### config.mk
export PLATFORM = sky130hd
export DESIGN_NAME = lcd_char_ctrl
export DESIGN_NICKNAME = d
export VERILOG_FILES = /design/src/rtl/lcd_pkg.sv /design/src/rtl/lcd_byte_tx.sv /design/src/rtl/lcd_char_ctrl.sv
export SDC_FILE = /design/constraint.sdc
export NUM_CORES = 1
export LEC_CHECK = 0
export ABC_AREA = 1
export BUFFER_PORTS_ARGS = -buffer_cell sky130_fd_sc_hd__clkbuf_2
export CORE_MARGIN = 2
export CORE_UTILIZATION = 60
export DETAILED_ROUTE_END_ITERATION = 6
export PLACE_DENSITY_LB_ADDON = 0.1
export SETUP_SLACK_MARGIN = 0.1
export SLEW_MARGIN = 20
export SYNTH_ARGS = -nofsm -noshare
export SYNTH_HDL_FRONTEND = slang
export SYNTH_SLANG_ARGS = --single-unit
### constraint.sdc
create_clock -name clk -period 2 [get_ports clk]
set_input_delay 0.4 -clock clk [delete_from_list [all_inputs] [get_ports clk]]
set_output_delay 0.4 -clock clk [all_outputs]
set_load 0.005 [all_outputs]
### src/rtl/lcd_pkg.sv
// lcd_pkg: HD44780 command bytes, DDRAM row bases and FSM state types for lcd_char_ctrl.
// Honours LCD_4BIT_EN to select the nibble-mode init sequence.
package lcd_pkg;

  localparam logic [7:0] FUNC_SET_8B = 8'h38;
  localparam logic [7:0] FUNC_SET_4B = 8'h28;
  localparam logic [7:0] DISP_ON     = 8'h0C;
  localparam logic [7:0] ENTRY_INC   = 8'h06;
  localparam logic [7:0] CLEAR       = 8'h01;
  localparam logic [7:0] SET_DDRAM   = 8'h80;
  localparam logic [7:0] WAKE_4B_A   = 8'h33;
  localparam logic [7:0] WAKE_4B_B   = 8'h32;

`ifdef LCD_4BIT_EN
  localparam int INIT_LEN = 6;
`else
  localparam int INIT_LEN = 4;
`endif

  typedef enum logic [1:0] {
    ST_POWERUP,
    ST_INIT,
    ST_SET_ADDR,
    ST_WR_CHAR
  } lcd_state_t;

  typedef enum logic [1:0] {
    TX_IDLE,
    TX_SETUP,
    TX_EHIGH,
    TX_WAIT
  } tx_state_t;

  function automatic logic [7:0] rowBase(input logic [1:0] row);
    case (row)
      2'd0:    rowBase = 8'h00;
      2'd1:    rowBase = 8'h40;
      2'd2:    rowBase = 8'h14;
      default: rowBase = 8'h54;
    endcase
  endfunction

  // The clear command is always last so the long wait can key off the final index.
  function automatic logic [7:0] initCmd(input logic [2:0] idx);
`ifdef LCD_4BIT_EN
    case (idx)
      3'd0:    initCmd = WAKE_4B_A;
      3'd1:    initCmd = WAKE_4B_B;
      3'd2:    initCmd = FUNC_SET_4B;
      3'd3:    initCmd = DISP_ON;
      3'd4:    initCmd = ENTRY_INC;
      default: initCmd = CLEAR;
    endcase
`else
    case (idx)
      3'd0:    initCmd = FUNC_SET_8B;
      3'd1:    initCmd = DISP_ON;
      3'd2:    initCmd = ENTRY_INC;
      default: initCmd = CLEAR;
    endcase
`endif
  endfunction

endpackage

### src/rtl/lcd_byte_tx.sv
// lcd_byte_tx: one LCD bus transfer (setup, enable pulse, settle wait) with start/done handshake.
// With LCD_4BIT_EN each byte goes out as two nibble transfers on data[7:4].
module lcd_byte_tx
  import lcd_pkg::*;
#(
  parameter int E_CYCLES        = 50,
  parameter int CMD_WAIT_CYCLES = 5_000,
  parameter int CLR_WAIT_CYCLES = 200_000
) (
  input  logic       clk,
  input  logic       rst_n,
  input  logic       i_start,
  input  logic       i_rs,
  input  logic [7:0] i_byte,
  input  logic       i_long_wait,
  output logic       o_done,
  output logic       o_lcd_e,
  output logic       o_lcd_rs,
  output logic [7:0] o_data
);

  tx_state_t   r_state;
  logic [31:0] r_cnt;
  logic        r_e;
  logic        r_rs;
  logic [7:0]  r_data;
  logic        r_long;
  logic        r_done;
  logic        w_lastNib;
  logic [31:0] w_waitLast;

`ifdef LCD_4BIT_EN
  logic [3:0]  r_lowByte;
  logic        r_lowNib;
  assign w_lastNib = r_lowNib;
`else
  assign w_lastNib = 1'b1;
`endif

  // Only the final transfer of a byte gets the long clear wait.
  assign w_waitLast = (r_long && w_lastNib) ? 32'(CLR_WAIT_CYCLES - 1)
                                            : 32'(CMD_WAIT_CYCLES - 1);

  always_ff @(posedge clk) begin
    if (!rst_n) begin
      r_state <= TX_IDLE;
      r_cnt   <= '0;
      r_e     <= 1'b0;
      r_rs    <= 1'b0;
      r_data  <= 8'h00;
      r_long  <= 1'b0;
      r_done  <= 1'b0;
`ifdef LCD_4BIT_EN
      r_lowByte <= 4'h0;
      r_lowNib  <= 1'b0;
`endif
    end else begin
      r_done <= 1'b0;
      case (r_state)
        TX_IDLE: begin
          if (i_start) begin
            r_rs    <= i_rs;
            r_long  <= i_long_wait;
            r_cnt   <= '0;
            r_state <= TX_SETUP;
`ifdef LCD_4BIT_EN
            r_lowByte <= i_byte[3:0];
            r_lowNib  <= 1'b0;
            r_data    <= {i_byte[7:4], 4'h0};
`else
            r_data <= i_byte;
`endif
          end
        end
        TX_SETUP: begin
          r_e     <= 1'b1;
          r_cnt   <= '0;
          r_state <= TX_EHIGH;
        end
        TX_EHIGH: begin
          if (r_cnt == 32'(E_CYCLES - 1)) begin
            r_e     <= 1'b0;
            r_cnt   <= '0;
            r_state <= TX_WAIT;
            r_done  <= w_lastNib && (w_waitLast == 32'd0);
          end else begin
            r_cnt <= r_cnt + 32'd1;
          end
        end
        TX_WAIT: begin
          if (r_cnt == w_waitLast) begin
            r_cnt <= '0;
`ifdef LCD_4BIT_EN
            if (!r_lowNib) begin
              r_lowNib <= 1'b1;
              r_data   <= {r_lowByte, 4'h0};
              r_state  <= TX_SETUP;
            end else begin
              r_state <= TX_IDLE;
            end
`else
            r_state <= TX_IDLE;
`endif
          end else begin
            r_cnt  <= r_cnt + 32'd1;
            r_done <= w_lastNib && ((r_cnt + 32'd1) == w_waitLast);
          end
        end
        default: r_state <= TX_IDLE;
      endcase
    end
  end

  assign o_done   = r_done;
  assign o_lcd_e  = r_e;
  assign o_lcd_rs = r_rs;
  assign o_data   = r_data;

endmodule

### src/rtl/lcd_char_ctrl.sv
// lcd_char_ctrl: initialises an HD44780-style LCD, then refreshes it forever from a ROWS x COLS buffer.
// Define LCD_4BIT_EN to run the panel in 4-bit nibble mode.
module lcd_char_ctrl
  import lcd_pkg::*;
#(
  parameter int COLS            = 16,
  parameter int ROWS            = 2,
  parameter int POWERUP_CYCLES  = 2_000_000,
  parameter int E_CYCLES        = 50,
  parameter int CMD_WAIT_CYCLES = 5_000,
  parameter int CLR_WAIT_CYCLES = 200_000
) (
  input  logic       clk,
  input  logic       rst_n,
  input  logic       wr_en,
  input  logic [1:0] wr_row,
  input  logic [4:0] wr_col,
  input  logic [7:0] wr_char,
  output logic       init_done,
  output logic       lcd_rw,
  output logic       lcd_e,
  output logic       lcd_rs,
  output logic [7:0] data
);

  localparam int CELLS = ROWS * COLS;
  localparam int IDX_W = (CELLS > 1) ? $clog2(CELLS) : 1;

  lcd_state_t       r_state;
  logic [31:0]      r_cnt;
  logic [2:0]       r_initIdx;
  logic [1:0]       r_row;
  logic [4:0]       r_col;
  logic             r_start;
  logic             r_initDone;
  logic [7:0]       r_buf [CELLS];

  logic             w_done;
  logic [7:0]       w_txByte;
  logic             w_txRs;
  logic             w_txLong;
  logic             w_wrOk;
  logic [IDX_W-1:0] w_wrIdx;
  logic [IDX_W-1:0] w_rdIdx;

  assign w_wrOk  = wr_en && (int'(wr_row) < ROWS) && (int'(wr_col) < COLS);
  assign w_wrIdx = IDX_W'(int'(wr_row) * COLS + int'(wr_col));
  assign w_rdIdx = IDX_W'(int'(r_row) * COLS + int'(r_col));

  always_ff @(posedge clk) begin
    if (!rst_n) begin
      for (int i = 0; i < CELLS; i++) r_buf[i] <= 8'h20;
    end else if (w_wrOk) begin
      r_buf[w_wrIdx] <= wr_char;
    end
  end

  // The byte is captured by the transmitter as it enters setup, so it reflects the buffer then.
  always_comb begin
    w_txByte = 8'h00;
    w_txRs   = 1'b0;
    w_txLong = 1'b0;
    case (r_state)
      ST_INIT: begin
        w_txByte = initCmd(r_initIdx);
        w_txLong = (r_initIdx == 3'(INIT_LEN - 1));
      end
      ST_SET_ADDR: w_txByte = SET_DDRAM | rowBase(r_row);
      ST_WR_CHAR: begin
        w_txByte = r_buf[w_rdIdx];
        w_txRs   = 1'b1;
      end
      default: ;
    endcase
  end

  always_ff @(posedge clk) begin
    if (!rst_n) begin
      r_state    <= ST_POWERUP;
      r_cnt      <= '0;
      r_initIdx  <= '0;
      r_row      <= '0;
      r_col      <= '0;
      r_start    <= 1'b0;
      r_initDone <= 1'b0;
    end else begin
      r_start <= 1'b0;
      case (r_state)
        ST_POWERUP: begin
          if (r_cnt == 32'(POWERUP_CYCLES - 1)) begin
            r_cnt     <= '0;
            r_initIdx <= '0;
            r_state   <= ST_INIT;
            r_start   <= 1'b1;
          end else begin
            r_cnt <= r_cnt + 32'd1;
          end
        end
        ST_INIT: begin
          if (w_done) begin
            r_start <= 1'b1;
            if (r_initIdx == 3'(INIT_LEN - 1)) begin
              r_initDone <= 1'b1;
              r_row      <= '0;
              r_state    <= ST_SET_ADDR;
            end else begin
              r_initIdx <= r_initIdx + 3'd1;
            end
          end
        end
        ST_SET_ADDR: begin
          if (w_done) begin
            r_col   <= '0;
            r_state <= ST_WR_CHAR;
            r_start <= 1'b1;
          end
        end
        ST_WR_CHAR: begin
          if (w_done) begin
            r_start <= 1'b1;
            if (r_col == 5'(COLS - 1)) begin
              r_row   <= (r_row == 2'(ROWS - 1)) ? 2'd0 : r_row + 2'd1;
              r_state <= ST_SET_ADDR;
            end else begin
              r_col <= r_col + 5'd1;
            end
          end
        end
        default: r_state <= ST_POWERUP;
      endcase
    end
  end

  lcd_byte_tx #(
    .E_CYCLES        (E_CYCLES),
    .CMD_WAIT_CYCLES (CMD_WAIT_CYCLES),
    .CLR_WAIT_CYCLES (CLR_WAIT_CYCLES)
  ) u_tx (
    .clk         (clk),
    .rst_n       (rst_n),
    .i_start     (r_start),
    .i_rs        (w_txRs),
    .i_byte      (w_txByte),
    .i_long_wait (w_txLong),
    .o_done      (w_done),
    .o_lcd_e     (lcd_e),
    .o_lcd_rs    (lcd_rs),
    .o_data      (data)
  );

  assign init_done = r_initDone;
  assign lcd_rw    = 1'b0;

endmodule

==> run metrics, run 1 <==
CP Max Fanout 22; clock latency on the worst-skew pair ~0.54 ns; run status finished clean; Register-to-Register Setup Slack between 0.02 and 0.025 ns; area share of the leading cell type in the synthesized netlist about 44%; First-pass DRT Iterations 6; sequential area share after synthesis ~55%; DRC violations left 0; remaining max-slew budget at the tightest pin a little over half; IO Count 30; Power Internal about 12 mW; post-route design area roughly 21000 um^2; post-synth design cell area about 17000 um^2; Vias per Instance 5.798; worst reg2reg startpoint r_col[0]; peak supply drop around 0.76 mV; kind of capture point of the worst setup path register; post-synthesis register bit count between 300 and 400; clock group share of total power 40.9%; worst hold stages 4; unrepaired setup endpoints after global routing yes; dominant combinational cell family by area after synthesis simple AND/OR/NAND/NOR gates; Setup crit start kind register; compound-cell area share of the yosys netlist under 10%; Period Utilization, post-route 98.90%; xor and xnor area share after synthesis 1.458%; predominant post-synthesis flop cell sky130_fd_sc_hd__edfxtp_1; placed instance area between 15000 and 20000 um^2; area fraction in and, or, nand and nor cells after synthesis between 20% and 30%; die height between 150 and 200 um; commonest cells after routing, fill and taps aside sky130_fd_sc_hd__nand2_1, sky130_fd_sc_hd__nor2_1, sky130_fd_sc_hd__edfxtp_1; Routed wire per std cell approximately 19 um; area inside the core boundary between 20000 and 30000 um^2; Switch Pwr just over 4 mW; endpoint of the worst hold-timing path r_buf[19][7]; unique cell type count in the Yosys netlist 50; port buffer count 28; final standard cell utilization of the core just over 70%; Initial Utilization 60.88%; number of antenna-violating nets in the routed design 0; deepest level of the CTS H-tree 2; Least-Margin Pin Slew between 0.6 and 0.7 ns; final setup fails 0; Tot GR Track Use slightly above 30%; Pwr Density roughly 790 nW/um^2; maximum buffer depth of the clock tree 3; worst setup path class register to register; net count of the mapped netlist between 2000 and 2500; layout cells sized above 1 15.52%; Clock Sinks 348; total die area 30420 um^2; endpoint of the worst register-to-register path u_tx.o_data[5]; Worst Setup Slack post-DPL -0.1652 ns; synthesis warning total 0; max frequency 505.6 MHz; data arrival time of the critical path 2.38 ns; post-synth top area cell sky130_fd_sc_hd__edfxtp_1; EDFF count, synth 256; CTS clock-pin slew for the worst setup and hold paths about 0.060 ns; Synth-to-Final Area Change 18.55%; count of vias placed by the detailed router 15150; routability congestion estimate from global placement about 0.91; HPWL after detailed placement a little over 30 mm; leading post-synthesis cells by cell area sky130_fd_sc_hd__edfxtp_1, sky130_fd_sc_hd__dfxtp_1, sky130_fd_sc_hd__nand2_1, sky130_fd_sc_hd__nor2_1, sky130_fd_sc_hd__nand3_1; number of max-slew violations in the final report 0; clock tree from TritonCTS built; count of inserted antenna diode cells 0; horizontal die dimension between 150 and 200 um; proportion of power drawn by combinational gates a little under a tenth; Hold Crit Class input pin to register; final layout net count around 2200; clock period minus worst slack 1.978 ns; post-route setup slack ~0.022 ns; residual overflow from global routing 0; share of synthesized registers carrying an async set or reset 0%; switching share of power roughly 25%; vias in the first global route 14241; CTS buffer count 38; reported max-cap violation count 0; Reg2Reg Depth 13; antenna violations before repair 0; commonest non-fill, non-tap cell in the layout sky130_fd_sc_hd__nand2_1; post-synthesis adder-cell area fraction under 10%; Critical Path RT approximately 2.4 ns; proportion of power drawn by flip-flops and latches between 40% and 50%; total negative slack for setup checks 0 ns; Root Buffer sky130_fd_sc_hd__clkbuf_16; maximum number of pins on one net before global-route repair 54; first-pass GRT wire length 73.89 mm; Total Routed Length 48.42 mm; Avg Inst Size Synth around 8.3 um^2; hold path start wr_char[7]; Fin. Hold Viols 0; fraction of synthesized area in multiplexers 0%; # rows 62; count of routing violations after the opening detailed-route iteration 1897; cell count after synthesis ~2100; Layout Skew between 0.02 and 0.03 ns; leak pwr roughly 7.9 nW
[power groups by stage]
stage / sequential [mW] / clock (mW) / combinational (mW)
after global placement: 8.32 / 0 / 1.37
final: 8.19 / 6.71 / 1.49
after detailed placement: 8.33 / 0 / 1.41
after global routing: 8.21 / 7.01 / 1.62
after CTS: 8.18 / 6.77 / 1.42
after floorplan: 8.29 / 0 / 0.886
[registers in the layout, summed over array words and instances, names as in the netlist]
signal         count
r_row              2
r_state            2
r_cnt             32
u_tx.o_lcd_e       1
u_tx.r_state       2
u_tx.o_lcd_rs      1
r_buf            256
r_initIdx          3
u_tx.o_data        8
r_col              5
u_tx.r_cnt        32
u_tx.r_long        1
u_tx.o_done        1
r_start            1
init_done          1
[routing by layer]
metal	vias to the layer above	GRT usage (%)	wire length, um
li1	7164	-	-
met1	7122	41.93	19550
met2	738	50.71	22810
met3	126	4.068	4318
met4	0	10.71	1736
met5	-	0	0
[cell families (layout without fill, tap and decap cells)]
family,after synthesis,count (layout)
DFF,348,348
other,1,1
and+or+nand+nor,1205,1205
AOI/OAI and AO/OA,223,223
xor gates and xnor gates,29,29
adders and majority gates,16,16
buffers and inverters,272,407
[stage by stage]
| step | hold WS, ns | power, mW | std cells |
|---|---|---|---|
| floorplan | 0.4164 | 9.174 | 2094 |
| global placement | 0.4277 | 9.693 | 2519 |
| detailed placement | 0.4354 | 9.739 | 2519 |
| CTS | 0.4018 | 16.38 | 2591 |
| global route | 0.4182 | 16.84 | 2613 |
| finish | 0.3994 | 16.39 | 2613 |
[synth_stat cells, drive strengths merged (4+ instances only)]
cell type,count
or2,7
buf,44
xor2,24
nand4,39
dfxtp,92
o211ai,19
clkbuf,63
clkinv,4
o21ai,93
nand3b,8
edfxtp,256
ha,16
nand3,150
o221ai,24
nor2,477
a21oi,71
nand2,474
inv,161
o21a,4
a211oi,4
nor3,34
xnor2,5
nor4,11
[worst max-delay path, stage by stage (launching register included)]
cell and delay, ns:
sky130_fd_sc_hd__dfxtp_4 0.37, sky130_fd_sc_hd__buf_12 0.14, sky130_fd_sc_hd__buf_4 0.14, sky130_fd_sc_hd__clkbuf_16 0.18
sky130_fd_sc_hd__nand2_1 0.06, sky130_fd_sc_hd__nand3_1 0.07, sky130_fd_sc_hd__nand2_1 0.08, sky130_fd_sc_hd__nand2_1 0.07
sky130_fd_sc_hd__nand3_1 0.19, sky130_fd_sc_hd__nand3_1 0.16, sky130_fd_sc_hd__nand3_1 0.19, sky130_fd_sc_hd__nand2_1 0.07
sky130_fd_sc_hd__nand2_1 0.06, sky130_fd_sc_hd__a21oi_1 0.06
[area by class of cell]
type / count / area, um^2
timing repair inverter: 2 / 20.02
clock buffer: 50 / 1027
sequential: 348 / 9573
tap: 384 / 480.5
clock inverter: 17 / 152.6
inverter: 165 / 635.6
timing repair buffer: 173 / 1630
fill: 2154 / 7966
multi-input combinational: 1474 / 7139
[worst max path at each step]
stage | from | end
final | r_col[0] | u_tx.o_data[5]
after global routing | u_tx.r_cnt[0] | u_tx.o_done
after CTS | r_col[0] | u_tx.o_data[3]
after detailed placement | rst_n | r_buf[30][0]
after global placement | rst_n | r_buf[17][4]
after floorplan | r_col[2] | r_col[2]
[timing repair]
action	in CTS	in global routing
gates resized for setup	11	117
gates cloned	0	8
hold buffers	0	0
pin swaps	4	28
buffers inserted	5	14
endpoints found under the setup margin	15	49
(Power assumes the default switching activity.)
==> inputs of run 2 (changes only) <==
--- a/config.mk
+++ b/config.mk
@@ -8,7 +8,7 @@
 export ABC_AREA = 1
 export BUFFER_PORTS_ARGS = -buffer_cell sky130_fd_sc_hd__clkbuf_2
 export CORE_MARGIN = 2
-export CORE_UTILIZATION = 60
+export CORE_UTILIZATION = 63
 export DETAILED_ROUTE_END_ITERATION = 6
 export PLACE_DENSITY_LB_ADDON = 0.1
 export SETUP_SLACK_MARGIN = 0.1
==> run 2 against run 1 <==
Compared with the run above: clock-buffer cell count down 5; sequential share of layout area hardly changed; register-to-register slack got worse by 0.02 ns; sequential cell count is the same; first-iteration DRC count fell by 3.4%; via count is 0.63% higher; maximum frequency decreased by 0.82%; largest power group unchanged.
==> run metrics, run 2 (same netlist as run 1, synthesis figures left out) <==
met2 global-route usage 52.74% (+2.0 points); reported max-cap violation count 0 (unchanged); final layout net count 2232 (-0.18%); cell with the largest stage delay on the worst path sky130_fd_sc_hd__dfxtp_4; area inside the core boundary 27030 um^2 (-5.6%); count of routing violations after the opening detailed-route iteration 1833 (-3.4%); total die area 29010 um^2 (-4.7%); slowest stage delay, CP 0.47 ns (+0.10 ns); CTS buffer count 37 (-2.6%); # rows 60 (-3.2%); worst setup path class register to register; Fin. Hold Viols 0 (unchanged); Worst Setup Slack post-DPL -0.2306 ns (-0.06536 ns); residual overflow from global routing 0 (unchanged); final setup fails 0 (unchanged); CP Max Fanout 18 (-18%); most congested layer reported by global routing met2; count of vias placed by the detailed router 15246 (+0.63%); proportion of power drawn by combinational gates 8.6% (-0.5 points); cell total after placement 2472 (-1.9%); antenna violations before repair 0 (unchanged); Switch Pwr 4.039 mW (about the same); Total Routed Length 48.88 mm (+0.94%); vias in the first global route 14142 (-0.70%); Post-Layout Cell Count 2565 (-1.8%); endpoint of the worst register-to-register path u_tx.o_data[6]; Reg2Reg Depth 9 (-4); Power Internal 13.10 mW (+6.0%); Critical Path RT 2.42 ns (+0.02 ns); port buffer count 28 (unchanged); clock latency on the worst-skew pair 0.54 ns (about the same); clock group share of total power 43.6% (+2.7 points); Clock Sinks 348 (unchanged); maximum number of pins on one net before global-route repair 55 (+1.9%); leak pwr 7.933 nW (+0.79%); IO Count 30 (unchanged); remaining max-slew budget at the tightest pin 54.00% (-0.082 points); worst reg2reg startpoint r_col[0]; run status finished clean; number of antenna-violating nets in the routed design 0 (unchanged); routability congestion estimate from global placement 0.9143 (+0.90%); number of max-slew violations in the final report 0 (unchanged); Initial Utilization 64.48% (+3.6 points); maximum buffer depth of the clock tree 3 (unchanged); CTS clock-pin slew for the worst setup and hold paths 0.06 ns (about the same); Period Utilization, post-route 99.71% (+0.81 points); Synth-to-Final Area Change 18.40%; horizontal die dimension 170.3 um (-2.4%); unrepaired setup endpoints after global routing yes; number of flip-flops in the largest register 256 (unchanged); peak supply drop 0.7957 mV (+4.2%); Least-Margin Pin Slew 0.6900 ns (+0.001236 ns); max frequency 501.4 MHz (-0.82%); clock period minus worst slack 1.994 ns (+0.01626 ns); met1 track demand over resource in global routing 44.82% (+2.9 points); Routed wire per std cell 19.05 um (+2.8%); post-route design area 20630 um^2 (-0.13%); Register-to-Register Setup Slack 0.006 ns (-0.02 ns); commonest non-fill, non-tap cell in the layout sky130_fd_sc_hd__nand2_1; most frequent cell on the critical path sky130_fd_sc_hd__nand3_1; fill cell instance count of the final layout 1918 (-11%); hold path start wr_char[7]; first-pass GRT wire length 73.00 mm (-1.2%); placed instance area 18640 um^2 (-0.45%); total area of multi-input combinational cells 7028 um^2 (-1.6%); Root Buffer sky130_fd_sc_hd__clkbuf_16; endpoint of the worst hold-timing path r_buf[3][7]; deepest level of the CTS H-tree 2 (unchanged); Layout Skew 0.01348 ns (-0.01194 ns); met3 Track Usage GR 4.558% (+0.49 points); die height 170.3 um (-2.4%); registers with the most flip-flops r_buf x256, r_cnt x32, u_tx.r_cnt x32; commonest cells after routing, fill and taps aside sky130_fd_sc_hd__nand2_1, sky130_fd_sc_hd__nor2_1, sky130_fd_sc_hd__edfxtp_1; HPWL after detailed placement 30.24 mm (-1.2%); data arrival time of the critical path 2.41 ns (+0.03 ns); First-pass DRT Iterations 6 (unchanged); layout cells sized above 1 14.52% (-1.0 points); kind of capture point of the worst setup path register; clock tree from TritonCTS built; Setup crit start kind register; Vias per Instance 5.944 (+2.5%); ordered cell list for the critical path clkinv_8, buf_12, clkbuf_16, o21ai_0, o221ai_1, nand3_1, nand3_1, nand3_1, a21oi_1; register cell area after layout 9564 um^2 (about the same); count of inserted antenna diode cells 0 (unchanged); register containing the most flip-flops in the final layout r_buf; worst hold stages 3 (-1); Hold Crit Class input pin to register; switching share of power 23.57% (-1.1 points); Pwr Density 830.7 nW/um^2 (+4.7%); proportion of power drawn by flip-flops and latches 47.8% (-2.1 points); DRC violations left 0 (unchanged); Tot GR Track Use 32.52% (+1.8 points); post-route setup slack 0.005711 ns (-0.01626 ns)
-- run 2: cell type report --
cell class | instances | area share, %
Clock buffer | 45 | 4.888
Inverter | 165 | 3.075
Tap cell | 341 | 2.068
Sequential cell | 348 | 46.36
Timing Repair Buffer | 172 | 8.060
Multi-Input combinational cell | 1474 | 34.07
Clock inverter | 20 | 1.486
-- run 2: metrics by stage --
stage / utilization [%] / hold WS (ns) / power (mW) / TNS, ns
floorplan: - / 0.4164 / 9.174 / 0
global placement: 68.96 / 0.4258 / 9.730 / -13.16
detailed placement: 68.96 / 0.4387 / 9.770 / -21.66
CTS: 74.35 / 0.3620 / 17.10 / 0
global route: 76.34 / 0.3773 / 17.57 / -0.09928
finish: 76.34 / 0.3754 / 17.14 / 0
-- run 2: worst max-delay path, delay by kind of cell, from the launching register on --
family	cells	cell delay, ns
compound gates	3	0.45
buf+inv	3	0.46
simple gates	3	0.50
flops	1	0.47
-- run 2: power by group through the flow --
| stage | registers, mW | logic, mW | clock network [mW] |
|---|---|---|---|
| floorplan | 8.29 | 0.886 | 0 |
| global placement | 8.32 | 1.41 | 0 |
| detailed placement | 8.33 | 1.44 | 0 |
| CTS | 8.18 | 1.44 | 7.48 |
| global route | 8.21 | 1.60 | 7.76 |
| finish | 8.19 | 1.48 | 7.47 |
-- run 2: how the worst max path moves through the flow --
stage | slack (ns) | endpoint | start
after global placement | -0.18 | r_buf[24][3] | rst_n
after floorplan | 0.11 | r_col[2] | r_col[2]
after global routing | -0.04 | u_tx.o_data[4] | r_col[0]
final | 0.006 | u_tx.o_data[6] | r_col[0]
after CTS | 0.07 | u_tx.o_data[3] | r_col[0]
after detailed placement | -0.23 | r_buf[24][4] | rst_n
-- run 2: repair_timing --
item / CTS / global route
cloned: 1 / 7
setup endpoints to repair: 10 / 70
buffers inserted: 5 / 15
hold buffers: 0 / 0
resized for setup: 19 / 76
pin swaps: 6 / 18
-- run 2: per-layer routing --
metal  vias up  share of wire [%]
li1       7172                  -
met3       162                 11
met2       898                 46
met1      7014                 39
met4         0                4.1
met5         -                  0
==> inputs of run 3 (changes only) <==
--- a/config.mk
+++ b/config.mk
@@ -5,13 +5,13 @@
 export SDC_FILE = /design/constraint.sdc
 export NUM_CORES = 1
 export LEC_CHECK = 0
-export ABC_AREA = 1
 export BUFFER_PORTS_ARGS = -buffer_cell sky130_fd_sc_hd__clkbuf_2
-export CORE_MARGIN = 2
+export CORE_MARGIN = 10
 export CORE_UTILIZATION = 63
 export DETAILED_ROUTE_END_ITERATION = 6
 export PLACE_DENSITY_LB_ADDON = 0.1
 export SETUP_SLACK_MARGIN = 0.1
+export SKIP_LAST_GASP = 1
 export SLEW_MARGIN = 20
 export SYNTH_ARGS = -nofsm -noshare
 export SYNTH_HDL_FRONTEND = slang
==> run 3 against run 2 <==
Compared with the run above: the run now ends with negative setup slack left; sequential cell count unchanged; final area up 8.6%; hold slack better by 0.030 ns; wire length up 3.6%; synthesized area down 0.60%; first-iteration DRC count down 5.0%; total power down 4.3%; clock skew up 0.0048 ns; sequential share of layout area down 3.6 points; core utilization up 6.5 points; critical path type unchanged; highest routed layer unchanged.
==> run metrics, run 3 <==
slowest stage delay, CP 0.49 ns (+0.02 ns); post-synth design cell area 17320 um^2 (-0.60%); Layout Skew 0.01831 ns (+0.004831 ns); total area of multi-input combinational cells 8071 um^2 (+15%); routability congestion estimate from global placement 0.9271 (+1.4%); Clock Sinks 348 (unchanged); first-pass GRT wire length 77.22 mm (+5.8%); worst setup path class register to register; endpoint of the worst register-to-register path u_tx.o_data[5]; register containing the most flip-flops in the final layout r_buf; horizontal die dimension 185.8 um (+9.1%); post-route setup slack -0.3073 ns (-0.3130 ns); Fin. Hold Viols 0 (unchanged); synthesis warning total 0 (unchanged); CP Max Fanout 7 (-11); count of routing violations after the opening detailed-route iteration 1742 (-5.0%); kind of capture point of the worst setup path register; endpoint of the worst hold-timing path u_tx.r_cnt[9]; number of max-slew violations in the final report 0 (unchanged); share of synthesized registers carrying an async set or reset 0% (unchanged); Pwr Density 732.6 nW/um^2 (-12%); fill cell instance count of the final layout 1391 (-27%); CTS buffer count 38 (+2.7%); Register-to-Register Setup Slack -0.31 ns (-0.31 ns); deepest level of the CTS H-tree 2 (unchanged); DRC violations left 0 (unchanged); residual overflow from global routing 0 (unchanged); post-synthesis register bit count 348 (unchanged); Least-Margin Pin Slew 0.8003 ns (+0.1103 ns); maximum number of pins on one net before global-route repair 45 (-18%); final standard cell utilization of the core 82.87% (+6.5 points); EDFF count, synth 256 (unchanged); Period Utilization, post-route 115.4% (+16 points); registers with the most flip-flops r_buf x256, r_cnt x32, u_tx.r_cnt x32; area share of the leading cell type in the synthesized netlist 44.38% (+0.27 points); Synth-to-Final Area Change 29.31%; port buffer count 28 (unchanged); hold path start rst_n; final layout net count 1771 (-21%); number of hold-repair buffers added at the cts stage 0 (unchanged); maximum buffer depth of the clock tree 3 (unchanged); failing checks negative setup slack; post-synth top area cell sky130_fd_sc_hd__edfxtp_1; ordered cell list for the critical path buf_4, buf_16, mux4_2, mux4_2, mux2i_2, nor2_1, nor3_1, nor2_1; Root Buffer sky130_fd_sc_hd__clkbuf_16; HPWL after detailed placement 30.92 mm (+2.2%); reported max-cap violation count 0 (unchanged); placed instance area 19790 um^2 (+6.2%); First-pass DRT Iterations 6 (unchanged); final setup fails 78 (+78); # rows 60 (unchanged); run status finished with violations; layout cells sized above 1 34.01% (+19 points); IO Count 30 (unchanged); die height 185.8 um (+9.1%); clock period minus worst slack 2.307 ns (+0.3130 ns); Initial Utilization 64.09% (-0.39 points); total die area 34530 um^2 (+19%); vias in the first global route 13551 (-4.2%); top cells by count, synth sky130_fd_sc_hd__edfxtp_1, sky130_fd_sc_hd__and2_1, sky130_fd_sc_hd__nor2_1, sky130_fd_sc_hd__nand2_1, sky130_fd_sc_hd__dfxtp_1; worst reg2reg startpoint r_col[0]; peak supply drop 0.7387 mV (-7.2%); count of vias placed by the detailed router 13692 (-10%); cell count after synthesis 1481 (-29%); cell total after placement 1988 (-20%); Post-Layout Cell Count 2106 (-18%); post-route design area 22400 um^2 (+8.6%); sequential area share after synthesis 55.02% (+0.33 points); max frequency 433.4 MHz (-14%); Setup crit start kind register; remaining max-slew budget at the tightest pin 46.65% (-7.4 points); number of antenna-violating nets in the routed design 0 (unchanged); unrepaired setup endpoints after global routing yes; Hold Crit Class input pin to register; Vias per Instance 6.501 (+9.4%); Avg Inst Size Synth 11.70 um^2 (+41%); CTS clock-pin slew for the worst setup and hold paths 0.06 ns (about the same); number of flip-flops in the largest register 256 (unchanged); antenna violations before repair 0 (unchanged); predominant post-synthesis flop cell sky130_fd_sc_hd__edfxtp_1; unique cell type count in the Yosys netlist 67 (+34%); cell with the most instances after synthesis sky130_fd_sc_hd__edfxtp_1; commonest cells after routing, fill and taps aside sky130_fd_sc_hd__edfxtp_1, sky130_fd_sc_hd__buf_4, sky130_fd_sc_hd__and2_1; data arrival time of the critical path 2.73 ns (+0.32 ns); cell with the largest stage delay on the worst path sky130_fd_sc_hd__mux4_2; Total Routed Length 50.66 mm (+3.6%); worst hold slack 0.4056 ns (+0.03025 ns); commonest non-fill, non-tap cell in the layout sky130_fd_sc_hd__edfxtp_1; clock latency on the worst-skew pair 0.53 ns (about the same); register cell area after layout 9565 um^2 (about the same); Routed wire per std cell 24.05 um (+26%); Tot GR Track Use 29.28% (-3.2 points); leak pwr 8.160 nW (+2.9%); net count of the mapped netlist 1515 (-29%); Critical Path RT 2.42 ns (about the same); area inside the core boundary 27030 um^2 (unchanged); leading post-synthesis cells by cell area sky130_fd_sc_hd__edfxtp_1, sky130_fd_sc_hd__dfxtp_1, sky130_fd_sc_hd__mux4_2, sky130_fd_sc_hd__and2_1, sky130_fd_sc_hd__nor2_1; clock tree from TritonCTS built; Worst Setup Slack post-DPL -0.2248 ns (+0.005771 ns); worst hold stages 4 (+1); Reg2Reg Depth 8 (-1)
-- run 3: changes by cell type in the layout (fill, tap and decap cells not counted), moves of 57 or more --
cell                      before  now
sky130_fd_sc_hd__and2_1        1  229
sky130_fd_sc_hd__nand3_1     137   50
sky130_fd_sc_hd__nor2_1      453   96
sky130_fd_sc_hd__o21ai_0      86   12
sky130_fd_sc_hd__mux4_2        0   73
sky130_fd_sc_hd__nand2_1     464   89
sky130_fd_sc_hd__buf_4       111  243
sky130_fd_sc_hd__a21oi_1      70   13
sky130_fd_sc_hd__inv_1       156   19
-- run 3: cell families (layout without fill, tap and decap cells) --
kind of cell | count (synthesis) | after routing | synth area share, %
other | 1 | 2 | 0.02165
adders and majority gates | 16 | 16 | 1.156
xor gates and xnor gates | 50 | 50 | 2.572
buffers and inverters | 132 | 415 | 3.106
DFF | 348 | 348 | 55.02
and+or+nand+nor | 715 | 715 | 23.10
AOI/OAI and AO/OA | 132 | 132 | 4.710
muxes | 87 | 87 | 10.32
-- run 3: how the worst max path moves through the flow --
stage	slack (ns)	to	startpoint
global placement	-0.22	u_tx.o_data[5]	r_col[0]
finish	-0.31	u_tx.o_data[5]	r_col[0]
CTS	-0.22	u_tx.o_data[1]	r_col[0]
detailed placement	-0.22	u_tx.r_cnt[12]	u_tx.r_cnt[5]
floorplan	-0.16	u_tx.o_done	u_tx.r_cnt[10]
global route	-0.35	u_tx.o_data[5]	r_col[0]
-- run 3: cell type report --
type / count / share of cell area (%)
Tap cell: 341 / 1.905
Timing Repair Buffer: 329 / 13.53
Clock buffer: 47 / 4.458
Multi-Input combinational cell: 1001 / 36.04
Inverter: 19 / 0.3184
Sequential cell: 348 / 42.71
Clock inverter: 20 / 1.034
Antenna cell: 1 / 0.01117
-- run 3: critical path: cells and delay by family, from the launching register on --
kind / cells / cell delay [ns]
muxes: 3 / 1.18
DFF: 1 / 0.39
and+or+nand+nor: 3 / 0.34
buffers and inverters: 2 / 0.29
-- run 3: what timing repair did --
item | 4_1_cts | 5_1_grt
buffers inserted | 36 | 12
setup endpoints to repair | 80 | 86
gates resized for setup | 84 | 100
cloned | 8 | 0
pin swaps | 35 | 69
-- run 3: per-layer routing --
| layer | global-route usage (%) | up-vias | routed length, um |
|---|---|---|---|
| met2 | 48.44 | 809 | 25040 |
| li1 | - | 5981 | - |
| met5 | 0 | - | 0 |
| met3 | 5.479 | 151 | 4587 |
| met1 | 37.55 | 6751 | 19120 |
| met4 | 11.42 | 0 | 1907 |
-- run 3: through the flow --
step,power (mW),setup TNS (ns)
final,16.41,-12.77
after global routing,16.81,-17.93
after CTS,16.29,-10.83
after detailed placement,9.277,-18.16
after global placement,9.248,-5.802
after floorplan,8.776,-3.023
-- run 3: where the power goes --
part | internal (mW) | switching, mW
clock | 4.19 | 2.88
combinational | 0.482 | 0.722
sequential | 8.01 | 0.123
total | 12.7 | 3.72
